**config.mk**
```make
export PLATFORM = sky130hd
export DESIGN_NAME = bcd_code_counter_flat
export DESIGN_NICKNAME = d
export VERILOG_FILES = /design/src/rtl/bcd_code_counter_pkg.sv /design/src/rtl/bcd_code_counter_if.sv /design/src/rtl/bcd_code_counter_digit.sv /design/src/rtl/bcd_code_counter.sv /design/src/flat_wrapper.sv
export SDC_FILE = /design/constraint.sdc
export NUM_CORES = 1
export LEC_CHECK = 0
export ABC_AREA = 1
export BUFFER_PORTS_ARGS = -buffer_cell sky130_fd_sc_hd__buf_2
export CAP_MARGIN = 10
export CORE_UTILIZATION = 45
export DETAILED_ROUTE_END_ITERATION = 16
export SETUP_SLACK_MARGIN = 0.3
export SKIP_CTS_REPAIR_TIMING = 1
export SLEW_MARGIN = 20
export SYNTH_ARGS = -nofsm -noshare
export SYNTH_HDL_FRONTEND = slang
export SYNTH_HIERARCHICAL = 1
export SYNTH_SLANG_ARGS = --single-unit
```
**constraint.sdc**
```tcl
create_clock -name clk -period 3.6 [get_ports clk]
set_input_delay 0.36 -clock clk [delete_from_list [all_inputs] [get_ports clk]]
set_output_delay 0.36 -clock clk [all_outputs]
set_load 0.02 [all_outputs]
```
**src/rtl/bcd_code_counter_pkg.sv**
```systemverilog
// Shared digit-code definitions for the decade counter: code selectors plus
// encode/decode/legality helpers used by every digit and by the load checker.
package bcd_code_pkg;

  localparam int unsigned CODE_8421 = 0;
  localparam int unsigned CODE_2421 = 1;
  localparam int unsigned CODE_XS3  = 2;

  // Decimal 0..9 to its nibble in the selected code.
  function automatic logic [3:0] enc(input logic [3:0] val, input int unsigned code);
    logic [3:0] r;
    case (code)
      CODE_2421: r = (val < 4'd5) ? val : val + 4'd6;
      CODE_XS3:  r = val + 4'd3;
      default:   r = val;
    endcase
    return r;
  endfunction

  // Nibble back to decimal; only meaningful for legal nibbles.
  function automatic logic [3:0] dec(input logic [3:0] nib, input int unsigned code);
    logic [3:0] r;
    case (code)
      CODE_2421: r = (nib < 4'd5) ? nib : nib - 4'd6;
      CODE_XS3:  r = nib - 4'd3;
      default:   r = nib;
    endcase
    return r;
  endfunction

  function automatic logic is_legal(input logic [3:0] nib, input int unsigned code);
    logic r;
    case (code)
      CODE_2421: r = (nib <= 4'd4) || (nib >= 4'd11);
      CODE_XS3:  r = (nib >= 4'd3) && (nib <= 4'd12);
      default:   r = (nib <= 4'd9);
    endcase
    return r;
  endfunction

endpackage

```
**src/rtl/bcd_code_counter_if.sv**
```systemverilog
// Control/data bundle of the decade counter; the master drives controls and
// load data, the counter (slave) returns count, terminal count and error.
interface bcd_code_counter_if #(
  parameter int unsigned DIGITS = 4
);
  logic                  en;
  logic                  up;
  logic                  clear;
  logic                  load;
  logic [4*DIGITS-1:0]   load_val;
  logic [4*DIGITS-1:0]   count;
  logic                  tc;
  logic                  err;

  modport master (
    output en, up, clear, load, load_val,
    input  count, tc, err
  );

  modport slave (
    input  en, up, clear, load, load_val,
    output count, tc, err
  );
endinterface

```
**src/rtl/bcd_code_counter_digit.sv**
```systemverilog
// One decade of the counter: holds a nibble in the chosen code, steps up or
// down with wrap, loads with legality scrubbing and recovers illegal state.
module bcd_code_digit
  import bcd_code_pkg::*;
#(
  parameter int unsigned CODE = CODE_2421
) (
  input  logic       clk,
  input  logic       rst,
  input  logic       step,
  input  logic       up,
  input  logic       load,
  input  logic       clear,
  input  logic [3:0] ld_nib,
  output logic [3:0] nib,
  output logic       at_max,
  output logic       at_min,
  output logic       illegal
);

  localparam logic [3:0] ZERO = enc(4'd0, CODE);
  localparam logic [3:0] NINE = enc(4'd9, CODE);

  logic [3:0] r_nib;
  logic [3:0] w_next;
  logic [3:0] w_val;

  assign nib     = r_nib;
  assign illegal = ~is_legal(r_nib, CODE);
  assign at_max  = (r_nib == NINE);
  assign at_min  = (r_nib == ZERO);

  always_comb begin
    w_val  = dec(r_nib, CODE);
    w_next = r_nib;
    if (clear) begin
      w_next = ZERO;
    end else if (load) begin
      w_next = is_legal(ld_nib, CODE) ? ld_nib : ZERO;
    end else if (step) begin
      // An illegal held code is scrubbed to zero instead of stepped.
      if (illegal)
        w_next = ZERO;
      else if (up)
        w_next = at_max ? ZERO : enc(w_val + 4'd1, CODE);
      else
        w_next = at_min ? NINE : enc(w_val - 4'd1, CODE);
    end
  end

  always_ff @(posedge clk or posedge rst) begin
    if (rst)
      r_nib <= ZERO;
    else
      r_nib <= w_next;
  end

endmodule

```
**src/rtl/bcd_code_counter.sv**
```systemverilog
// Multi-digit decimal up/down counter with selectable digit code, cascadable
// terminal count and a sticky illegal-code flag.
module bcd_code_counter
  import bcd_code_pkg::*;
#(
  parameter int unsigned DIGITS = 4,
  parameter int unsigned CODE   = CODE_2421
) (
  input  logic              clk,
  input  logic              rst,
  bcd_code_counter_if.slave bus
);

  logic [DIGITS-1:0]   w_at_max;
  logic [DIGITS-1:0]   w_at_min;
  logic [DIGITS-1:0]   w_illegal;
  logic [DIGITS-1:0]   w_step;
  logic [DIGITS-1:0]   w_ld_bad;
  logic [DIGITS-1:0]   w_carry;
  logic [4*DIGITS-1:0] w_count;
  logic                r_err;

  // Digit i steps when all lower digits sit at the boundary for this direction;
  // illegal digits never sit at a boundary, so they break the chain.
  always_comb begin
    w_carry    = '0;
    w_carry[0] = 1'b1;
    for (int unsigned i = 1; i < DIGITS; i++)
      w_carry[i] = w_carry[i-1] & (bus.up ? w_at_max[i-1] : w_at_min[i-1]);
  end

  for (genvar gi = 0; gi < DIGITS; gi++) begin : g_digit
    assign w_step[gi]   = bus.en & (w_carry[gi] | w_illegal[gi]);
    assign w_ld_bad[gi] = ~is_legal(bus.load_val[4*gi +: 4], CODE);

    bcd_code_digit #(
      .CODE (CODE)
    ) u_digit (
      .clk     (clk),
      .rst     (rst),
      .step    (w_step[gi]),
      .up      (bus.up),
      .load    (bus.load),
      .clear   (bus.clear),
      .ld_nib  (bus.load_val[4*gi +: 4]),
      .nib     (w_count[4*gi +: 4]),
      .at_max  (w_at_max[gi]),
      .at_min  (w_at_min[gi]),
      .illegal (w_illegal[gi])
    );
  end

  always_ff @(posedge clk or posedge rst) begin
    if (rst)
      r_err <= 1'b0;
    else if (bus.clear)
      r_err <= 1'b0;
    else if (bus.load) begin
      if (|w_ld_bad)
        r_err <= 1'b1;
    end else if (bus.en && (|w_illegal))
      r_err <= 1'b1;
  end

  assign bus.count = w_count;
  assign bus.err   = r_err;
  assign bus.tc    = bus.en & (bus.up ? (&w_at_max) : (&w_at_min));

endmodule
```
**src/flat_wrapper.sv**
```systemverilog
// flat-port wrapper written by rule: the top's interface ports become plain ports
module bcd_code_counter_flat import bcd_code_pkg::*;
#(
  parameter int unsigned DIGITS = 4,
  parameter int unsigned CODE   = CODE_2421
)
  (clk, rst, bus_en, bus_up, bus_clear, bus_load, bus_load_val, bus_count, bus_tc, bus_err);
  bcd_code_counter_if #(.DIGITS(DIGITS)) bus_i ();
  input  logic clk;
  input  logic rst;
  input wire logic [$bits(bus_i.en)-1:0] bus_en;
  input wire logic [$bits(bus_i.up)-1:0] bus_up;
  input wire logic [$bits(bus_i.clear)-1:0] bus_clear;
  input wire logic [$bits(bus_i.load)-1:0] bus_load;
  input wire logic [$bits(bus_i.load_val)-1:0] bus_load_val;
  output wire logic [$bits(bus_i.count)-1:0] bus_count;
  output wire logic [$bits(bus_i.tc)-1:0] bus_tc;
  output wire logic [$bits(bus_i.err)-1:0] bus_err;
  assign bus_i.en = bus_en;
  assign bus_i.up = bus_up;
  assign bus_i.clear = bus_clear;
  assign bus_i.load = bus_load;
  assign bus_i.load_val = bus_load_val;
  assign bus_count = bus_i.count;
  assign bus_tc = bus_i.tc;
  assign bus_err = bus_i.err;
  bcd_code_counter #(.DIGITS(DIGITS), .CODE(CODE)) u_core (.clk(clk), .rst(rst), .bus(bus_i));
endmodule
```
# [Word level (Yosys, flattened, before mapping)]
# Index checks and enable logic that the tools add are counted.
[word_totals] regBits=17 latch_bits=0 ramBits=0 mem_bits_ro=0 input_bits=22 memories=0
[classes] addsub=20 n_mul=0 n_div=0 n_lt_le_gt_ge=28 eq_ne=5 shift=0 n_mux=60 bitwise=17 n_reduce_logical=23
[ops] cell="$mux 4" count=44
[ops] cell="$lt 4x3->1 const B" count=12
[ops] cell="$add 4x3->4 const B" count=8
[ops] cell="$ge 4x4->1 const B" count=8
[ops] cell="$le 4x3->1 const B" count=8
[ops] cell="$add 4x1->4 const B" count=4
[ops] cell="$eq 4x4->1 const B" count=4
[ops] cell="$logic_not 4->1" count=4
[ops] cell="$mux 1" count=16
[ops] cell="$sub 4x1->4 const B" count=4
[ops] cell="$sub 4x3->4 const B" count=4
[ops] cell="$reduce_bool 3->1" count=5
[ops] cell="$logic_or 1x1->1" count=8
[ops] cell="$not 1->1" count=8
[ops] cell="$reduce_and 4->1" count=2
[ops] cell="$reduce_or 4->1" count=2
[ops] cell="$and 1x1->1" count=6
[ops] cell="$ne 3x2->1 const B" count=1
[ops] cell="$or 1x1->1" count=3
[ops] cell="$reduce_and 2->1" count=1
[ops] cell="$logic_and 1x1->1" count=1

# [Longest topological paths before layout]
# Gate-level depths: netlist of run 1.
[logic_depth] ltp_word=11 ltp_mapped=19 mapped_depth_nobuf=19

# [By module]
# Netlist of run 1, hierarchy kept.
[modules_own_cells] mod="bcd_code_digit at u_core.g_digit[1].u_digit ..." n_inst=3 cells_each=117 area_per_inst_um2=640.6 seq_area_each_um2=100.1
[modules_own_cells] mod="bcd_code_digit at u_core.g_digit[0].u_digit" n_inst=1 cells_each=116 area_per_inst_um2=711.9 seq_area_each_um2=100.1
[modules_own_cells] mod="bcd_code_counter" n_inst=1 cells_each=68 area_per_inst_um2=311.5 seq_area_each_um2=25.0

# [Worst setup path before layout of run 1]
# OpenSTA, ideal clock, no wires.
[synth_path] path_type="register -> register" start="register u_core.g_digit[0].u_digit.r_nib[0]" end="register u_core.g_digit[0].u_digit.r_nib[3]" setup_ns=0.117 t_arrival_ns=2.010 slack_ns=1.473 stages_incl_launch_ff=17 path_buffers=0 period_less_slack_ns=2.127 cell_sequence="dfrtp_1 -> nor2_4 -> nand2_4 -> nand2_2 -> nand2_2 -> nand2_2 -> inv_1 -> ha_1 -> xor2_1 -> ha_1 -> nand3b_1 -> nand4_1 -> nand2_1 -> nand2_1 -> nand2_1 -> nand2_1 -> nand2_1"
[synth_via] elab_chain_len=11 elab_cells_between_ends=23 classes_between="5 x add/sub; 5 x order compare; 1 x eq/ne; 10 x mux; 2 x reduce/logical"
[synth_rtl] element="start: declaration" line_no="bcd_code_counter_digit.sv:24" text="logic [3:0] r_nib;"
[synth_rtl] element="start signal: assignment" line_no="bcd_code_counter_digit.sv:55" text="r_nib <= w_next;"
[synth_rtl] element="$sub 4x3->4 / $lt 4x3->1 (equally long branches)" line_no="bcd_code_counter_pkg.sv:24" text="CODE_2421: r = (nib < 4'd5) ? nib : nib - 4'd6;"
[synth_rtl] element="$mux 4" line_no="bcd_code_counter_pkg.sv:24"
[synth_rtl] element="$sub 4x1->4 / $add 4x1->4 (equally long branches)" line_no="bcd_code_counter_digit.sv:47, bcd_code_counter_digit.sv:45"
[synth_rtl] element="$add 4x3->4 / $lt 4x3->1 (equally long branches)" line_no="bcd_code_counter_pkg.sv:13" text="CODE_2421: r = (val < 4'd5) ? val : val + 4'd6;"
[synth_rtl] element="$mux 4" line_no="bcd_code_counter_pkg.sv:13"
[synth_rtl] element="$mux 4 (on tied branches)" line_no="bcd_code_counter_digit.sv:47, bcd_code_counter_digit.sv:45"
[synth_rtl] element="$mux 4" line_no="bcd_code_counter_digit.sv:44" text="else if (up)"
[synth_rtl] element="$mux 4 *" line_no="bcd_code_counter_digit.sv:42" text="if (illegal)"
[synth_rtl] element="$mux 4 *" line_no="bcd_code_counter_digit.sv:40" text="end else if (step) begin"
[synth_rtl] element="$mux 4 *" line_no="bcd_code_counter_digit.sv:38" text="end else if (load) begin"
[synth_rtl] element="$mux 4 *" line_no="bcd_code_counter_digit.sv:36" text="if (clear) begin"
# Every way passes the cells marked *; elsewhere a longest branch is shown, timed or not. The select of a mux whose other input is x is not followed.
# A chain may end at the register's enable or synchronous reset.

# [Worst setup path in the final report of run 1]
[layout_path] start="register u_core.g_digit[0].u_digit.r_nib[0]" end="register u_core.g_digit[3].u_digit.r_nib[0]"
[layout_via] elab_chain_len=7 elab_cells_between_ends=8 classes_between="1 x eq/ne; 1 x mux; 4 x bitwise; 2 x reduce/logical"
[layout_rtl] element="$eq 4x4->1" line_no="bcd_code_counter_digit.sv:30" text="assign at_max = (r_nib == NINE);"
[layout_rtl] element="named net u_core.w_at_max[0]" line_no="bcd_code_counter.sv:14" text="logic [DIGITS-1:0] w_at_max;"
[layout_rtl] element="$mux 1" line_no="bcd_code_counter.sv:29" text="w_carry[i] = w_carry[i-1] & (bus.up ? w_at_max[i-1] : w_at_min[i-1]);"
[layout_rtl] element="$and 1x1->1 (2 in series)" line_no="bcd_code_counter.sv:29"
[layout_rtl] element="$or 1x1->1" line_no="bcd_code_counter.sv:33" text="assign w_step[gi] = bus.en & (w_carry[gi] | w_illegal[gi]);"
[layout_rtl] element="$and 1x1->1" line_no="bcd_code_counter.sv:33"
[layout_rtl] element="named net u_core.w_step[3]" line_no="bcd_code_counter.sv:17" text="logic [DIGITS-1:0] w_step;"
[layout_rtl] element="$reduce_bool 3->1 (no line)"
[layout_rtl] element="end signal: assignment" line_no="bcd_code_counter_digit.sv:55"
[layout_rtl] element="end: declaration" line_no="bcd_code_counter_digit.sv:24"
# The timed path passes the listed nets, and every way through them passes these cells.

==> results.ini, run 1 <==
[final_layout]
final_common_cell=nand2_1
multi_input_area_mm2=0.00219
final_cell_mix=211 x nand2_1, 77 x inv_1, 47 x nand3_1
drive_gt1_share_pct=17.4
final_nets=616
diodes=0
fin_area_mm2=0.00329
regArea_um2=425
syn_to_final_growth_pct=11.8
nFillCells=708

[detailed_routing]
routed-wl-met3_um=160
viasPerCell=5.07
drt_pre_antenna_iters=4
wire_per_inst_um=11.4
drc=0
vias=3327
ant_nets=0
route.met2.wl_um=3440
top_layer=met4
dr.first_iter.drc_count=146
drt-met1-wl_um=3810
wl_um=7480

[floorplan]
die_h_um=82.9
core_region_area_mm2=0.00635
ios=40
die_x_um=82.9
fp-row-count=29
floorplan.initialDensity_pct=46.4
dieArea_mm2=0.00687

[critical_path]
worstSetupPathType=flip-flop to flip-flop
crit_fanout=9
startpoint_type=flip-flop
worstPathRequired_ps=3760
crit_arrival_ps=2430
end_kind=flip-flop

[place]
post_dp_cell_area_mm2=0.00324
routabilityCongestion=0.861
io_buffers=39
place_hpwl_um=6140

[power]
p_int_uw=685
vdd_drop_max_mv=0.216
swShare_pct=54.4
seqPwrFrac_pct=18.4
p_clk_share_pct=9.6
combPwrFrac_pct=72.0
power.density_mw_per_mm2=456
p_leak_uw=0.00191
p_sw_uw=817

[timing]
setup_tns_ps=0
finalMaxSlewViolations=0
hold_viol_final=0
period_minus_slack_ps=2280
rsz0062_at_grt=no
relSlewSlack_pct=64.0
worst_clock_skew_ps=2.02
min_period_over_period_pct=63.2
fmax_mhz=439
setup_viol=0
worst_pin_slew_ps=536

[grt]
grt.total_usage_pct=22.8
grt_max_degree=27
antenna_found_initial=0
grt_pass1_vias=3068
grt_pass1_wl_um=13400
grt_overflow=0

[yosys]
synth_fa_ha_area_share_pct=5.95
ys_types=31
synth_seq_area_share_pct=14.4
synth_compound_area_share_pct=13.0
syn-num-nets=571
synthXorXnorAreaFrac_pct=0.892
netlist_instances=535
ys_ff_latch=17
netlist_area_mm2=0.00295
synth_warnings=6
synth.area.mux_share_pct=0
yosys.area_share.simple_pct=54.6
avgSynthCellArea_um2=5.51
synth_top_family_by_area=simple AND/OR/NAND/NOR gates

[job]
maxCapViolations=0

[cts]
clk_latency_ps=250
clockRootBuffer=clkbuf_8
cts.clk_slew.worst_paths_ps=70
htreeDepth=1
clock_path_buffers=2
numCtsBuffers=3
clock-sinks=17
cts_tree=yes

[min_path]
min_path_type=input pin to flip-flop

[outcome]
status=completed

-- path summary, 6_finish.rpt --
kind | startpoint | endpoint | slack (ps) | cells past startpoint
setup / recovery | u_core/g_digit[0].u_digit/nib[0] | u_core/g_digit[3].u_digit/nib[0] | 1320 | 10
setup reg to reg | u_core/g_digit[0].u_digit/nib[0] | u_core/g_digit[3].u_digit/nib[0] | 1320 | 10
min in group asynchronous | rst | u_core/bus.err | 540 | 3
hold / removal | bus_clear | u_core/bus.err | 390 | 2
hold reg to reg | u_core/bus.err | u_core/bus.err | 560 | 2
max in group asynchronous | rst | u_core/g_digit[0].u_digit/nib[2] | 2840 | 3
-- cells by family (layout without fill, tap and decap cells) --
kind of cell	after synthesis	after routing
AOI/OAI and AO/OA	64	64
xor gates and xnor gates	3	3
adders and majority gates	14	14
buffers and inverters	87	131
DFF	17	17
and+or+nand+nor	350	350
-- registers in the layout, indices dropped and copies added, names as in the netlist --
| register | flops |
|---|---|
| u_core/bus.err | 1 |
| u_core/g_digit.u_digit/nib | 16 |
-- routing by layer --
layer	GRT usage [%]	vias up
met3	0.994	6
met2	38.8	49
met1	32.0	1472
met5	0	-
met4	4.86	0
li1	-	1800
-- power groups by stage --
stage          Combinational [uW]  Clock, uW  Sequential (uW)
2_1_floorplan                 827          0              302
3_3_place_gp                 1060          0              281
3_5_place_dp                 1080          0              279
4_1_cts                      1080        149              277
5_1_grt                      1260        162              286
6_report                     1080        145              276
-- area by class of cell --
cell class | count | area share [%]
Clock buffer | 3 | 1.25
Clock inverter | 1 | 0.152
Inverter | 87 | 9.92
Multi-Input combinational cell | 431 | 66.6
Sequential cell | 17 | 12.9
Tap cell | 77 | 2.93
Timing Repair Buffer | 40 | 6.23
-- cell usage after synthesis --
cell,instances,area [um^2]
ha_1,14,175
o21ai_1,4,20.0
or2_2,3,18.8
o21ai_0,8,40.0
a21oi_2,2,17.5
xor2_1,2,17.5
nand4_1,10,62.6
o31ai_1,4,30.0
o211ai_1,3,22.5
nand2_2,20,125
nor3_1,5,25.0
inv_2,10,37.5
nand3_2,6,60.1
nand3_1,47,235
nand2_4,9,101
a21oi_1,31,155
o2111ai_1,4,35.0
dfrtp_1,17,425
a21o_1,1,7.51
nor2_2,6,37.5
or2_1,3,18.8
or2_4,1,8.76
inv_1,77,289
o21bai_1,1,7.51
a41oi_1,2,17.5
nor2_4,1,11.3
xnor2_1,1,8.76
nand2_1,211,792
nor2_1,26,97.6
o21a_1,4,30.0
nand3b_1,2,15.0
-- worst max-delay path, cell delays in order (launching register included) --
cell,delay [ps]
dfrtp_1,550
nand2_1,130
nor2_1,310
nand2_1,80
o21ai_1,120
nand2_2,90
a21oi_2,100
o21a_1,110
nor3_1,80
or2_2,350
o31ai_1,260
-- per-stage QoR --
| stage | power [uW] | std cells | hold WS, ps | utilization (%) | setup WS, ps |
|---|---|---|---|---|---|
| floorplan | 1130 | 535 | 88.7 | - | 1470 |
| global placement | 1350 | 651 | 256 | 51.0 | 1350 |
| detailed placement | 1360 | 651 | 258 | 51.0 | 1330 |
| CTS | 1510 | 655 | -17.7 | 51.7 | 1310 |
| global route | 1700 | 656 | 380 | 51.9 | 1080 |
| finish | 1500 | 656 | 389 | 51.9 | 1320 |
(Power assumes the default switching activity.)
==> run 2: changes to the inputs <==
Settings changed: PLACE_DENSITY from default to 0.67.
Clock period 3.6 ns to 1.89 ns, I/O delays scaled along.
==> results.ini, run 2 (synthesis gave the netlist of run 1 again) <==
[floorplan]
dieArea_mm2=0.00687  ; unchanged
core_region_area_mm2=0.00635  ; unchanged
floorplan.initialDensity_pct=46.4  ; unchanged
die_x_um=82.9  ; unchanged
ios=40  ; unchanged
die_h_um=82.9  ; unchanged
fp-row-count=29  ; unchanged

[final_layout]
largest_register_ffs=16  ; unchanged
nFillCells=537  ; was 708
syn_to_final_growth_pct=53.5  ; was 11.8%
drive_gt1_share_pct=44.2  ; was 17.4%
final_nets=709  ; was 616
fin_area_mm2=0.00452  ; was 0.00329 mm^2
max_flop_register=u_core/g_digit.u_digit/nib  ; unchanged
final_cell_mix=185 x nand2_1, 89 x buf_4, 59 x inv_1  ; was 211 x nand2_1, 77 x inv_1, 47 x nand3_1
diodes=0  ; unchanged
stdcell_count=749  ; was 656
utilization_pct=71.2  ; was 51.9%
final_common_cell=nand2_1  ; unchanged

[detailed_routing]
routed-wl-met3_um=216  ; was 160 um
top_layer=met4  ; unchanged
vias=3740  ; was 3327
route.met2.wl_um=4370  ; was 3440 um
dr.first_iter.drc_count=130  ; was 146
viasPerCell=4.99  ; was 5.07
drt-met1-wl_um=4040  ; was 3810 um
ant_nets=0  ; unchanged
drt_pre_antenna_iters=4  ; unchanged
drc=0  ; unchanged
wire_per_inst_um=11.6  ; was 11.4 um
wl_um=8690  ; was 7480 um

[grt]
grt.total_usage_pct=24.3  ; was 22.8%
grt_pass1_wl_um=14400  ; was 13400 um
grt_overflow=0  ; unchanged
grt_pass1_vias=3440  ; was 3068
grt_max_degree=27  ; unchanged
antenna_found_initial=0  ; unchanged

[cts]
clockRootBuffer=clkbuf_8  ; unchanged
cts.clk_slew.worst_paths_ps=60  ; was 70 ps
clk_latency_ps=250  ; about the same
numCtsBuffers=3  ; unchanged
clock-sinks=17  ; unchanged
htreeDepth=1  ; unchanged
clock_path_buffers=2  ; unchanged
cts_tree=yes  ; unchanged

[critical_path]
crit_arrival_ps=2110  ; was 2430 ps
r2r-start=u_core/g_digit[2].u_digit/nib[1]  ; was u_core/g_digit[0].u_digit/nib[0]
r2r_slack_ps=-90  ; was 1320 ps
startpoint_type=flip-flop  ; unchanged
crit_fanout=5  ; was 9
worstPathRequired_ps=2030  ; was 3760 ps
worstSetupPathType=flip-flop to flip-flop  ; unchanged
end_kind=flip-flop  ; unchanged
r2r_end=u_core/g_digit[2].u_digit/nib[3]  ; was u_core/g_digit[3].u_digit/nib[0]
r2r_cells=15  ; was 10

[timing]
hold_viol_final=0  ; unchanged
worst_pin_slew_ps=523  ; was 536 ps
finalMaxSlewViolations=0  ; unchanged
fmax_mhz=506  ; was 439 MHz
worst_clock_skew_ps=2.65  ; was 2.02 ps
worst_slack_ps=-86.8  ; was 1320 ps
period_minus_slack_ps=1980  ; was 2280 ps
rsz0062_at_grt=yes  ; was no
setup_viol=14  ; was 0
min_period_over_period_pct=105  ; was 63.2%
relSlewSlack_pct=65.1  ; was 64.0%

[place]
routabilityCongestion=0.858  ; was 0.861
post_dp_cell_area_mm2=0.00408  ; was 0.00324 mm^2
io_buffers=39  ; unchanged
place_hpwl_um=6940  ; was 6140 um
place_inst=730  ; was 651

[power]
vdd_drop_max_mv=0.720  ; was 0.216 mV
p_leak_uw=0.00241  ; was 0.00191 uW
power.density_mw_per_mm2=895  ; was 456 mW/mm^2

[min_path]
min_from=bus_clear  ; unchanged
hold-path-cell-count=2  ; unchanged
min_to=u_core/bus.err  ; unchanged
min_path_type=input pin to flip-flop  ; unchanged

[outcome]
violations=negative setup slack
status=complete, but fails checks  ; was completed

[job]
maxCapViolations=0  ; unchanged

[run 2: changes by cell type in the layout (fill, tap and decap cells not counted), moves of 8 or more]
cell | previous run | this run
inv_2 | 10 | 20
dfrtp_2 | 0 | 16
buf_4 | 0 | 89
inv_4 | 0 | 8
inv_1 | 77 | 59
nand2_4 | 9 | 17
nand2_1 | 211 | 185
dfrtp_1 | 17 | 1
ha_4 | 0 | 11
ha_1 | 14 | 1
nand2_2 | 20 | 38
[run 2: metal layers]
layer  GRT usage (%)  up-vias
met5               0        -
met4            4.23        0
met3            2.88        6
met2            43.8       50
met1            31.4     1696
li1                -     1988
[run 2: power breakdown]
part	internal, uW	switching, uW	total [uW]
Clock	150	119	268
Combinational	1490	1770	3270
Sequential	427	85.7	513
[run 2: final cells by class]
| type | count | area (um^2) | area share (%) |
|---|---|---|---|
| clock buffer | 4 | 45.0 | 0.996 |
| timing repair buffer | 133 | 933 | 20.6 |
| multi-input combinational | 431 | 2660 | 58.7 |
| tap | 77 | 96.3 | 2.13 |
| inverter | 87 | 347 | 7.66 |
| sequential | 17 | 445 | 9.85 |
[run 2: worst max-delay path: stages, from the launching register on]
cell      delay (ps)
dfrtp_2          450
buf_12           140
ha_4             240
inv_2             50
nand2_2           40
nand2_2           90
inv_2             70
nand2_2           60
nand2_2           70
ha_4             160
o211ai_1         180
nand2_1           70
nand2_1           60
nand2_1           50
nand2_1           60
nand2_1           70
[run 2: stage by stage]
step           setup slack, ps  hold WS [ps]  setup TNS, ps  total power, uW
6_report                 -86.8           252           -733             4050
2_1_floorplan             -126         -82.3           -354             2410
4_1_cts                   -142          -181          -1030             3680
3_5_place_dp              -113          87.0           -669             3400
5_1_grt                   -202           268          -2500             4440
3_3_place_gp             -52.7          83.2           -232             3330
[run 2: worst max-delay path by stage]
stage               cells past startpoint                             start                                to  slack, ps
floorplan                              16  u_core/g_digit[0].u_digit/nib[0]  u_core/g_digit[0].u_digit/nib[2]       -130
global placement                       16  u_core/g_digit[0].u_digit/nib[1]  u_core/g_digit[0].u_digit/nib[2]        -50
detailed placement                     16  u_core/g_digit[0].u_digit/nib[1]  u_core/g_digit[0].u_digit/nib[3]       -110
CTS                                     8  u_core/g_digit[2].u_digit/nib[1]                            bus_tc       -140
global route                           18  u_core/g_digit[1].u_digit/nib[2]  u_core/g_digit[1].u_digit/nib[2]       -200
finish                                 15  u_core/g_digit[2].u_digit/nib[1]  u_core/g_digit[2].u_digit/nib[3]        -90
